**config.mk**
```make
export PLATFORM = sky130hd
export DESIGN_NAME = imem_loader
export DESIGN_NICKNAME = d
export VERILOG_FILES = /design/src/rtl/imem_loader.sv
export SDC_FILE = /design/constraint.sdc
export NUM_CORES = 1
export LEC_CHECK = 0
export ABC_AREA = 1
export BUFFER_PORTS_ARGS = -buffer_cell sky130_fd_sc_hd__buf_2
export CORE_MARGIN = 4
export CORE_UTILIZATION = 51
export CTS_CLUSTER_SIZE = 24
export DETAILED_ROUTE_END_ITERATION = 8
export GPL_TIMING_DRIVEN = 0
export PLACE_DENSITY = 0.87
export RECOVER_POWER = 50
export SLEW_MARGIN = 10
export SYNTH_ARGS = -nofsm -noshare
export SYNTH_HDL_FRONTEND = slang
export SYNTH_SLANG_ARGS = --single-unit
```
**constraint.sdc**
```tcl
create_clock -name clk -period 1.6 [get_ports clk]
set_input_delay 0.32 -clock clk [delete_from_list [all_inputs] [get_ports clk]]
set_output_delay 0.32 -clock clk [all_outputs]
set_load 0.01 [all_outputs]
```
**src/rtl/imem_loader.sv**
```systemverilog
// imem_loader: assembles a big-endian UART byte stream into instruction RAM words.
// Optional trailing XOR checksum byte is enabled by defining IMEM_LOADER_CHECKSUM_EN.
module imem_loader #(
    parameter int WIDTH          = 16,
    parameter int IRAM_ADDR_BITS = 8
) (
    input  logic                      clk,
    input  logic                      reset,
    input  logic                      start,
    input  logic                      rx_valid,
    input  logic [7:0]                rx_data,
    output logic [IRAM_ADDR_BITS-1:0] iram_wa,
    output logic                      iram_wen,
    output logic [WIDTH-1:0]          iram_din,
    output logic                      cpu_hold,
    output logic                      busy,
    output logic                      done,
    output logic                      err,
    output logic [IRAM_ADDR_BITS:0]   words_loaded
);
    localparam int MAX_WORDS = 2**IRAM_ADDR_BITS;

    typedef enum logic [2:0] {
        IDLE, LEN_HI, LEN_LO, DATA_HI, DATA_LO,
`ifdef IMEM_LOADER_CHECKSUM_EN
        CHK,
`endif
        FIN
    } state_t;

    state_t      state;
    logic [7:0]  len_hi;
    logic [7:0]  hi;
    logic [15:0] len;
    logic        last;
`ifdef IMEM_LOADER_CHECKSUM_EN
    logic [7:0]  csum;
`endif

    // words_loaded doubles as the word counter; one extra bit keeps a full-RAM load from wrapping
    always_comb last = int'(words_loaded) + 1 == int'(len);

    // Loader FSM with registered RAM-port and status outputs
    always_ff @(posedge clk) begin
        if (reset) begin
            state        <= IDLE;
            len_hi       <= '0;
            hi           <= '0;
            len          <= '0;
            iram_wa      <= '0;
            iram_wen     <= 1'b0;
            iram_din     <= '0;
            cpu_hold     <= 1'b0;
            busy         <= 1'b0;
            done         <= 1'b0;
            err          <= 1'b0;
            words_loaded <= '0;
`ifdef IMEM_LOADER_CHECKSUM_EN
            csum         <= '0;
`endif
        end else begin
            iram_wen <= 1'b0;
            case (state)
                IDLE: if (start) begin
                    state        <= LEN_HI;
                    busy         <= 1'b1;
                    cpu_hold     <= 1'b1;
                    done         <= 1'b0;
                    err          <= 1'b0;
                    words_loaded <= '0;
`ifdef IMEM_LOADER_CHECKSUM_EN
                    csum         <= '0;
`endif
                end
                LEN_HI: if (rx_valid) begin
                    len_hi <= rx_data;
                    state  <= LEN_LO;
                end
                LEN_LO: if (rx_valid) begin
                    len <= {len_hi, rx_data};
                    if ({len_hi, rx_data} == 16'd0) begin
`ifdef IMEM_LOADER_CHECKSUM_EN
                        state    <= CHK;
`else
                        state    <= FIN;
                        done     <= 1'b1;
                        busy     <= 1'b0;
                        cpu_hold <= 1'b0;
`endif
                    end else if (int'({len_hi, rx_data}) > MAX_WORDS) begin
                        state    <= IDLE;
                        err      <= 1'b1;
                        busy     <= 1'b0;
                        cpu_hold <= 1'b0;
                    end else begin
                        state <= DATA_HI;
                    end
                end
                DATA_HI: if (rx_valid) begin
                    hi    <= rx_data;
                    state <= DATA_LO;
`ifdef IMEM_LOADER_CHECKSUM_EN
                    csum  <= csum ^ rx_data;
`endif
                end
                DATA_LO: if (rx_valid) begin
                    iram_wen     <= 1'b1;
                    iram_din     <= {hi, rx_data};
                    iram_wa      <= words_loaded[IRAM_ADDR_BITS-1:0];
                    words_loaded <= words_loaded + 1'b1;
`ifdef IMEM_LOADER_CHECKSUM_EN
                    csum         <= csum ^ rx_data;
                    state        <= last ? CHK : DATA_HI;
`else
                    state        <= last ? FIN : DATA_HI;
                    if (last) begin
                        done     <= 1'b1;
                        busy     <= 1'b0;
                        cpu_hold <= 1'b0;
                    end
`endif
                end
`ifdef IMEM_LOADER_CHECKSUM_EN
                CHK: if (rx_valid) begin
                    state    <= FIN;
                    done     <= rx_data == csum;
                    err      <= rx_data != csum;
                    busy     <= 1'b0;
                    cpu_hold <= 1'b0;
                end
`endif
                FIN:     state <= IDLE;
                default: state <= IDLE;
            endcase
        end
    end
endmodule

```
==> results.py <==
metrics = {
    "worst_setup_path": {
        "path_cells": "ha_4, inv_2, nand2_1, nand2_1, nor2_1, nand2_1, nor2_1, nand2_1, nor2_2, nand2_2, o21ai_4, nand2_1, nand2_1, a21oi_2",
        "cpMaxStageDelayCell": "dfxtp_4",
        "r2r_slack_ns": -0.19,
        "cp.arrival_ns": 2.01,
        "cp-end-kind": "register",
        "cp.required_ns": 1.82,
        "critPathMaxStageDelay_ns": 0.37,
        "cp_top_family": "simple AND/OR/NAND/NOR gates",
        "cp_max_fo": 4,
        "critPathKind": "reg -> reg",
        "path_buf_inv": 1,
        "crit_path_start_kind": "register",
        "cp_common_cell": "nand2_1",
    },
    "global_route": {
        "overflow": 0,
        "grt_pass1_vias": 3225,
        "grt_pass1_wl_um": 15000,
        "grt_max_degree": 13,
        "grt_usage": 0.251,
        "antenna_found_initial": 0,
    },
    "floorplan": {
        "start_util": 0.534,
        "rows": 28,
        "die_y_um": 87.5,
        "core_region_area_um2": 6030,
        "fp.dieArea_um2": 7650,
        "die_w_um": 87.5,
        "pin_count": 50,
    },
    "logic_synthesis": {
        "netlist.area_leader.share": 0.448,
        "yosysMostFrequentCell": "dfxtp_1",
        "syn-instance-count": 452,
        "yosysTopAreaCell": "dfxtp_1",
        "synth.area.top_cells": "dfxtp_1, o21ai_0, nand2_1",
        "synthFlopType": "dfxtp_1",
        "synthArstFlopShare": 0,
        "synth_edf_count": 0,
        "synth.avg_cell_area_um2": 7.13,
        "synth.cell_area_um2": 3220,
        "syn_nets": 465,
        "ys_seq_elements": 72,
        "synth_common_cells": "dfxtp_1, nand2_1, o21ai_0, nor2_1, inv_1",
        "ys_seq_area_frac": 0.448,
        "yosys_warnings": 0,
        "synth_cell_type_count": 29,
    },
    "final_layout": {
        "fin_area_um2": 3970,
        "areaGrowthSynthToFinish_pct": 23.2,
        "nets": 539,
        "fin_cells": 606,
        "drive_gt1_frac": 0.192,
        "diodes": 0,
    },
    "power": {
        "leakagePower_nw": 1.67,
        "p_per_area_nw_per_um2": 1290,
        "ir_worst_vdd_v": 0.000785,
    },
    "place": {
        "dpl.cell_count": 576,
        "dp_hpwl_um": 6160,
        "portBuffers": 49,
        "gp_congestion": 0.900,
        "postPlaceCellArea_um2": 3580,
    },
    "routing": {
        "drt_wl_total_um": 9200,
        "ant_nets": 0,
        "drc": 0,
        "viasPerCell": 5.58,
        "drtIter0Drc": 326,
        "wl_per_cell_um": 15.2,
        "drt-pass1-iter-count": 5,
        "dr_total_vias": 3383,
    },
    "clock_network": {
        "clock_latency_ns": 0.36,
        "cts_inserted_buffers": 9,
        "cts_sinks": 72,
        "cts_tree": "built",
        "cts.path.max_buffers": 2,
        "clk_pin_slew_worst_paths_ns": 0.08,
        "cts_hold_buf": 0,
        "cts_max_level": 3,
        "cts.root.buffer_cell": "clkbuf_8",
    },
    "timing": {
        "worstMarginPinSlew_ns": 0.581,
        "rsz0062_at_grt": "yes",
        "setup_viol_count_final": 6,
        "max_freq_mhz": 558,
        "finalHoldViolCount": 0,
        "min_period_over_period": 1.12,
        "post-route-min-period_ns": 1.79,
        "drv_slew": 0,
        "relSlewSlack": 0.613,
        "worst_slack_ns": -0.193,
        "fin_skew_ns": 0.0163,
    },
    "status": {
        "status": "finished, violations left",
        "violations": "negative setup slack",
    },
    "flow_run": {
        "maxCapViolations": 0,
    },
    "min_path": {
        "min_path_type": "in -> reg",
    },
}
==> metrics by stage <==
| step | power [W] | setup TNS (ns) | setup slack (ns) | hold WS, ns | utilization |
|---|---|---|---|---|---|
| 6_report | 0.00512 | -0.664 | -0.193 | 0.159 | 0.658 |
| 5_1_grt | 0.00539 | -3.14 | -0.313 | 0.168 | 0.658 |
| 4_1_cts | 0.00503 | -0.496 | -0.157 | 0.166 | 0.659 |
| 3_5_place_dp | 0.00349 | -6.09 | -0.194 | 0.445 | 0.595 |
| 3_3_place_gp | 0.00343 | -3.30 | -0.142 | 0.440 | 0.595 |
| 2_1_floorplan | 0.00313 | -0.00677 | -0.00677 | 0.403 | - |
==> power by group <==
part           switching (W)  internal [W]
Clock               0.000713      0.000806
Combinational       0.000927      0.000491
Sequential          0.000161       0.00202
Total                0.00180       0.00332
==> layer usage <==
layer | vias up | GRT usage | share of wire
met5 | - | 0 | 0
met4 | 0 | 0.138 | 0.032
met3 | 33 | 0.0530 | 0.083
met2 | 164 | 0.414 | 0.48
met1 | 1570 | 0.302 | 0.40
li1 | 1616 | - | -
==> final cells by class <==
type                            count  area (µm²)
Buffer                             17         109
Clock buffer                       12         155
Clock inverter                      4        52.6
Fill cell                         503        2060
Inverter                           58         218
Multi-Input combinational cell    303        1550
Sequential cell                    72        1450
Tap cell                           75        93.8
Timing Repair Buffer               65         338
==> logic make-up (layout without fill, tap and decap cells) <==
kind of cell	count (synthesis)	after routing	synth area share
compound gates	118	118	0.192
xor+xnor	2	2	0.00544
fa+ha+maj	1	1	0.00388
buf+inv	77	156	0.0971
flops	72	72	0.448
simple gates	182	182	0.254
==> path summary, 6_finish.rpt <==
kind,startpoint,endpoint,cells past startpoint
worst min-delay path,reset,iram_wen,2
worst min register to register,err,err,2
worst max register to register,words_loaded[1],state[1],14
worst max-delay path,words_loaded[1],state[1],14
==> registers in the layout (all words and copies together) (netlist names) <==
| name | count |
|---|---|
| iram_din | 16 |
| len | 16 |
| words_loaded | 9 |
| hi | 8 |
| iram_wa | 8 |
| len_hi | 8 |
| state | 3 |
| busy | 1 |
| done | 1 |
| err | 1 |
| iram_wen | 1 |
==> placed cells by master (no fill, tap or decap), drive strengths merged, types with 3 or more instances in the layout <==
cell type,count
a21oi,49
nand4,6
clkinvlp,3
dfxtp,72
nand3,30
nor2,69
inv,58
o21ai,63
clkbuf,54
buf,40
nand2,75
==> what timing repair did <==
| item | 4_1_cts | 5_1_grt |
|---|---|---|
| setup endpoints to repair | 50 | 65 |
| pin swaps | 11 | 8 |
| buffers inserted | 14 | 2 |
| resized for setup | 22 | 15 |
(Power assumes the default switching activity.)
